[src/rtl/mod_div_unit_if.sv]
// mod_div_unit_if: start/busy/done handshake bundle for the divide/modulo unit.
// master drives start, A, B; slave (the divider) drives busy, done, quotient, result, b_less, dbz.
// A and B are only looked at by the divider on an accepted start, so the master may change them freely afterwards.
interface mod_div_unit_if #(
  parameter int WIDTH = 32
);
  logic             start;
  logic [WIDTH-1:0] A;
  logic [WIDTH-1:0] B;
  logic             busy;
  logic             done;
  logic [WIDTH-1:0] quotient;
  logic [WIDTH-1:0] result;
  logic             b_less;
  logic             dbz;

  modport master (
    output start, A, B,
    input  busy, done, quotient, result, b_less, dbz
  );

  modport slave (
    input  start, A, B,
    output busy, done, quotient, result, b_less, dbz
  );
endinterface

[src/rtl/mod_div_unit.sv]
// mod_div_unit: unsigned A / B and A mod B by restoring shift-subtract division, one quotient bit per clock.
// Latency: done WIDTH+1 clocks after accept (2 clocks for divide-by-zero); throughput one op per WIDTH+2 (dbz: 3).
// Backpressure: none queued -- start is only sampled in IDLE; starts while busy or in the done cycle are dropped.
//
// Ports: clk, rst_n (synchronous, active-low), bus (mod_div_unit_if.slave):
//   start/A/B in; busy, done, quotient, result, b_less, dbz out. All outputs decode
//   straight from flops, so there is no combinational path from start/A/B.
module mod_div_unit #(
  parameter int WIDTH = 32,
  parameter int CNT_W = $clog2(WIDTH + 1)
) (
  input  logic           clk,
  input  logic           rst_n,
  mod_div_unit_if.slave  bus
);

  typedef enum logic [1:0] {
    IDLE = 2'd0,
    CALC = 2'd1,
    FIN  = 2'd2
  } state_t;

  state_t state;
  state_t state_nxt;

  // Working registers
  logic [WIDTH-1:0] a_reg;
  logic [WIDTH-1:0] b_reg;
  logic [WIDTH:0]   rem_reg;    // one guard bit above the remainder
  logic [WIDTH-1:0] q_reg;      // dividend shifts out of the top while quotient bits shift in
  logic [CNT_W-1:0] cnt;
  logic             zero_div;   // operation in flight is a divide-by-zero
  logic             a_lt_b;     // A < B captured at accept

  // Published results; only written on the edge that enters FIN
  logic [WIDTH-1:0] quot_out;
  logic [WIDTH-1:0] rem_out;
  logic             b_less_out;
  logic             dbz_out;

  // One restoring step
  logic [WIDTH:0]   t;
  logic             take;
  logic [WIDTH:0]   rem_step;
  logic [WIDTH-1:0] q_step;
  logic             last_iter;
  logic             accept;

  always_comb begin
    t        = {rem_reg[WIDTH-1:0], q_reg[WIDTH-1]};
    take     = (t >= {1'b0, b_reg});
    rem_step = take ? (t - {1'b0, b_reg}) : t;
    q_step   = {q_reg[WIDTH-2:0], take};
  end

  assign last_iter = (cnt == CNT_W'(1));

  // Next-state logic
  always_comb begin
    state_nxt = state;
    accept    = 1'b0;
    case (state)
      IDLE: begin
        if (bus.start) begin
          accept    = 1'b1;
          state_nxt = CALC;
        end
      end
      CALC: begin
        if (last_iter) begin
          state_nxt = FIN;
        end
      end
      FIN: begin
        state_nxt = IDLE;
      end
      default: begin
        state_nxt = IDLE;
      end
    endcase
  end

  // State register
  always_ff @(posedge clk) begin
    if (!rst_n) begin
      state <= IDLE;
    end else begin
      state <= state_nxt;
    end
  end

  // Datapath. A divide-by-zero still passes through CALC for a single
  // cycle (cnt=1) with the arithmetic frozen, which yields the required
  // 2-clock latency and 3-clock repeat without a dedicated state.
  always_ff @(posedge clk) begin
    if (!rst_n) begin
      a_reg      <= '0;
      b_reg      <= '0;
      rem_reg    <= '0;
      q_reg      <= '0;
      cnt        <= '0;
      zero_div   <= 1'b0;
      a_lt_b     <= 1'b0;
      quot_out   <= '0;
      rem_out    <= '0;
      b_less_out <= 1'b0;
      dbz_out    <= 1'b0;
    end else begin
      if (accept) begin
        a_reg    <= bus.A;
        b_reg    <= bus.B;
        rem_reg  <= '0;
        q_reg    <= bus.A;
        zero_div <= (bus.B == '0);
        a_lt_b   <= (bus.A < bus.B);
        cnt      <= (bus.B == '0) ? CNT_W'(1) : CNT_W'(WIDTH);
      end else if (state == CALC) begin
        cnt <= cnt - CNT_W'(1);
        if (!zero_div) begin
          rem_reg <= rem_step;
          q_reg   <= q_step;
        end
        // Flags and results become visible together with done, so the
        // outputs describe one completed operation at all times.
        if (last_iter) begin
          b_less_out <= a_lt_b;
          dbz_out    <= zero_div;
          if (zero_div) begin
            quot_out <= '1;
            rem_out  <= a_reg;
          end else begin
            quot_out <= q_step;
            rem_out  <= rem_step[WIDTH-1:0];
          end
        end
      end
    end
  end

  assign bus.busy     = (state != IDLE);
  assign bus.done     = (state == FIN);
  assign bus.quotient = quot_out;
  assign bus.result   = rem_out;
  assign bus.b_less   = b_less_out;
  assign bus.dbz      = dbz_out;

endmodule
[src/flat_wrapper.sv]
// flat-port wrapper written by rule: the top's interface ports become plain ports
module mod_div_unit_flat 
#(
  parameter int WIDTH = 32,
  parameter int CNT_W = $clog2(WIDTH + 1)
)
  (clk, rst_n, bus_start, bus_A, bus_B, bus_busy, bus_done, bus_quotient, bus_result, bus_b_less, bus_dbz);
  mod_div_unit_if #(.WIDTH(WIDTH)) bus_i ();
  input  logic clk;
  input  logic rst_n;
  input wire logic [$bits(bus_i.start)-1:0] bus_start;
  input wire logic [$bits(bus_i.A)-1:0] bus_A;
  input wire logic [$bits(bus_i.B)-1:0] bus_B;
  output wire logic [$bits(bus_i.busy)-1:0] bus_busy;
  output wire logic [$bits(bus_i.done)-1:0] bus_done;
  output wire logic [$bits(bus_i.quotient)-1:0] bus_quotient;
  output wire logic [$bits(bus_i.result)-1:0] bus_result;
  output wire logic [$bits(bus_i.b_less)-1:0] bus_b_less;
  output wire logic [$bits(bus_i.dbz)-1:0] bus_dbz;
  assign bus_i.start = bus_start;
  assign bus_i.A = bus_A;
  assign bus_i.B = bus_B;
  assign bus_busy = bus_i.busy;
  assign bus_done = bus_i.done;
  assign bus_quotient = bus_i.quotient;
  assign bus_result = bus_i.result;
  assign bus_b_less = bus_i.b_less;
  assign bus_dbz = bus_i.dbz;
  mod_div_unit #(.WIDTH(WIDTH), .CNT_W(CNT_W)) u_core (.clk(clk), .rst_n(rst_n), .bus(bus_i));
endmodule
[config.mk]
export PLATFORM = sky130hd
export DESIGN_NAME = mod_div_unit_flat
export DESIGN_NICKNAME = d
export VERILOG_FILES = /design/src/rtl/mod_div_unit_if.sv /design/src/rtl/mod_div_unit.sv /design/src/flat_wrapper.sv
export SDC_FILE = /design/constraint.sdc
export NUM_CORES = 1
export LEC_CHECK = 0
export ABC_AREA = 1
export CAP_MARGIN = 20
export CELL_PAD_IN_SITES_DETAIL_PLACEMENT = 0
export CELL_PAD_IN_SITES_GLOBAL_PLACEMENT = 2
export CORE_ASPECT_RATIO = 2
export CORE_MARGIN = 1.5
export CORE_UTILIZATION = 31
export DETAILED_ROUTE_END_ITERATION = 16
export PLACE_DENSITY_LB_ADDON = 0.1
export SLEW_MARGIN = 15
export SYNTH_ARGS = -nofsm -noshare
export SYNTH_HDL_FRONTEND = slang
export SYNTH_SLANG_ARGS = --single-unit
[constraint.sdc]
create_clock -name clk -period 2.6 [get_ports clk]
set_input_delay 0.52 -clock clk [delete_from_list [all_inputs] [get_ports clk]]
set_output_delay 0.52 -clock clk [all_outputs]
set_load 0.05 [all_outputs]
==> flow_metrics.env <==
export IMPL_drc=0
export IMPL_hold_start="u_core.b_reg[3]"
export IMPL_r2r_start="u_core.b_reg[8]"
export IMPL_htree_levels=1
export IMPL_die_x_um=140
export IMPL_track_usage_pct=22.0
export IMPL_start_util_pct=31.3
export IMPL_synth_seq_cells=204
export IMPL_finalNonFillerCells=2366
export IMPL_crit_type="reg -> reg"
export IMPL_drt_pass1_iterations=5
export IMPL_maxCapViolCount=0
export IMPL_p_int_mw=6.09
export IMPL_clockBufferDepth=3
export IMPL_switching_power_mw=3.60
export IMPL_cts_tree="done"
export IMPL_cp_end_kind="register"
export IMPL_final_layout_size_suffix_gt1_share_pct=8.40
export IMPL_start_kind="register"
export IMPL_cpMaxStageDelayCell="ha_1"
export IMPL_clk_latency_ns=0.50
export IMPL_drt_iter0_drc=339
export IMPL_path_clk_slew_ns=0.06
export IMPL_swShare_pct=37.1
export IMPL_ctsHoldBuffers=0
export IMPL_netlist_area_mm2=0.0116
export IMPL_dp_slack_ns=0.00462
export IMPL_antenna_found_initial=2
export IMPL_yosysSeqAreaShare_pct=35.1
export IMPL_clockRootBuffer="clkbuf_16"
export IMPL_cts_num_sinks=204
export IMPL_comb_power_share_pct=34.5
export IMPL_syn_to_final_growth_pct=23.9
export IMPL_final_setup_tns_ns=0
export IMPL_path_cells="inv_1 -> ha_1 -> nand2_1 -> nor2_2 -> nand3_1 -> nand3_2 -> nand2_2 -> nand2_2 -> nand2_2 -> nand2_4 -> buf_12 -> nand2_1 -> o21ai_1 -> nand2_1 -> a21oi_1"
export IMPL_stdcell_area_mm2=0.0144
export IMPL_dp_cells=2329
export IMPL_cts_buffers=20
export IMPL_routed_wl_um=42700
export IMPL_startpoint="u_core.b_reg[8]"
export IMPL_status="finished clean"
export IMPL_slew_violations=0
export IMPL_fillerInstances=4044
export IMPL_cp_arrival_ns=2.91
export IMPL_setup_viol=0
export IMPL_skew_ns=0.0109
export IMPL_numPortBuffers=134
export IMPL_synth_distinct_cells=42
export IMPL_die_area_mm2=0.0388
export IMPL_viasPerCell=4.79
export IMPL_timing_final_crit_share_pct=95.5
export IMPL_io_pins=135
export IMPL_placed_area_mm2=0.0138
export IMPL_coreArea_mm2=0.0372
export IMPL_rsz0062_at_grt="true"
export IMPL_grt_pass1_wl_um=66400
export IMPL_ant_nets=0
export IMPL_leakagePower_nw=6.44
export IMPL_grt_max_degree=132
export IMPL_cp_required_ns=3.03
export IMPL_p_clk_share_pct=30.0
export IMPL_syn_avg_cell_area_um2=6.64
export IMPL_wl_per_cell_um=18.1
export IMPL_vias=11300
export IMPL_gp_congestion=0.853
export IMPL_clock_fmax_ghz=0.403
export IMPL_slew_headroom_pct=46.8
export IMPL_rows=100
export IMPL_die_h_um=277
export IMPL_nNetsFinal=2025
export IMPL_finalPower_mw=9.69
export IMPL_hpwlAfterDp_um=33500
export IMPL_worst_slew_pin_transition_ns=0.785
export IMPL_hold_class="reg -> reg"
export IMPL_grt_overflow=0
export IMPL_pwr_share_seq_pct=35.5
export IMPL_yosysWarningCount=0
export IMPL_fin_ws_ns=0.118
export IMPL_routed_top_layer="met4"
export IMPL_finalHoldViolCount=0
export IMPL_wl_met1_um=17600
export IMPL_ir_drop_mv=0.627
export IMPL_period_needed_ns=2.48
export IMPL_synthCells=1755
export IMPL_wl_met3_um=1070
export IMPL_synthesis_nets=1888
export IMPL_slowest_delay_ns=0.38
export IMPL_route_met2_wl_um=22400
export IMPL_powerDensity_mw_per_mm2=671
export IMPL_grt_pass1_vias=11400
export IMPL_worst_path_max_fanout=38
power groups by stage:
stage / logic (mW) / registers [mW] / clock network [mW]
2_1_floorplan: 2.12 / 3.54 / 0
3_3_place_gp: 3.38 / 3.50 / 0
3_5_place_dp: 3.37 / 3.50 / 0
4_1_cts: 3.39 / 3.43 / 3.00
5_1_grt: 3.75 / 3.45 / 3.10
6_report: 3.35 / 3.43 / 2.91
stage by stage:
stage	hold slack (ns)	utilization [%]
floorplan	0.427	-
global placement	0.448	37.1
detailed placement	0.454	37.1
CTS	0.467	38.7
global route	0.486	38.8
finish	0.461	38.8
critical path: cells and delay by family, from the launching register on:
family,cells,cell delay (ns)
AO/OA/AOI/OAI,2,0.32
adder cells (fa/ha/maj),1,0.38
buffers and inverters,2,0.26
flip-flops,1,0.31
AND/OR/NAND/NOR,10,1.10
cell type report:
cell class	count	area, µm²	share of cell area [%]
timing repair buffer	192	1880	13.0
clock buffer	29	566	3.92
sequential	204	4080	28.3
antenna	2	5.00	0.0347
multi-input combinational	1148	6040	41.8
clock inverter	6	62.6	0.433
inverter	326	1230	8.51
tap	459	574	3.98
cells by family after synthesis:
family | Yosys count | share of synthesized area (%)
fa+ha+maj | 66 | 7.15
buf+inv | 403 | 13.5
xor+xnor | 15 | 1.13
compound gates | 386 | 18.0
simple gates | 681 | 25.2
flops | 204 | 35.1
metal layers:
layer	vias up	GRT usage, %
met2	201	41.8
met4	0	8.45
met5	-	0
met1	5198	25.3
li1	5876	-
met3	56	1.66
cells in the mapped netlist:
library cell / n / area, µm²
o21ai_0: 137 / 686
o22ai_1: 30 / 188
buf_2: 8 / 40.0
o21a_1: 2 / 15.0
buf_12: 1 / 20.0
buf_8: 2 / 30.0
dfxtp_1: 204 / 4080
o21ai_1: 6 / 30.0
or2_2: 1 / 6.26
nand4_1: 17 / 106
nand2_2: 25 / 156
o221ai_1: 1 / 8.76
xor2_1: 14 / 123
a21oi_2: 9 / 78.8
o311ai_0: 1 / 8.76
ha_1: 65 / 813
inv_1: 320 / 1200
a21oi_1: 155 / 776
clkbuf_1: 58 / 218
nand2b_1: 1 / 6.26
buf_1: 6 / 22.5
nand2_4: 1 / 11.3
xnor2_1: 1 / 8.76
o21ai_2: 2 / 17.5
o211ai_1: 4 / 30.0
nor3_1: 13 / 65.1
nand3_2: 10 / 100
nand3_1: 84 / 420
fa_1: 1 / 20.0
nand3b_1: 5 / 37.5
nor2_4: 2 / 22.5
o21bai_1: 9 / 67.6
inv_2: 5 / 18.8
nand2_1: 453 / 1700
nor3b_1: 1 / 7.51
clkinv_1: 1 / 3.75
nor2_1: 51 / 191
a31oi_1: 30 / 188
and2_1: 6 / 37.5
nor4_1: 4 / 25.0
buf_4: 2 / 15.0
nor2_2: 7 / 43.8
path summary, 6_finish.rpt:
path	to	slack [ns]	cells after the start
worst max-delay path	u_core.bus.result[7]	0.12	15
worst min-delay path	u_core.b_reg[3]	0.46	2
worst min register to register	u_core.b_reg[3]	0.46	2
worst max register to register	u_core.bus.result[7]	0.12	15
cell usage in the layout (no fill, tap or decap), drive strengths merged, types with 2 or more instances in the layout:
cell type	n
clkbuf	29
a31oi	30
nand2	479
o211ai	4
and2	6
o21bai	9
nand3	94
diode	2
inv	326
nor3	13
xor2	14
a21oi	164
ha	65
buf	58
o22ai	30
clkinv	5
o21a	2
clkdlybuf4s50	134
nor4	4
o21ai	145
nand3b	5
nor2	60
nand4	17
dfxtp	204
what timing repair did:
| item | 4_1_cts | 5_1_grt |
|---|---|---|
| setup endpoints to repair | 1 | 37 |
| gates resized for setup | 1 | 11 |
| pin swaps | 0 | 0 |
| hold endpoints to repair | 0 | 0 |
| buffers inserted | 0 | 0 |
Note: power is estimated with default switching activity, not from simulation.
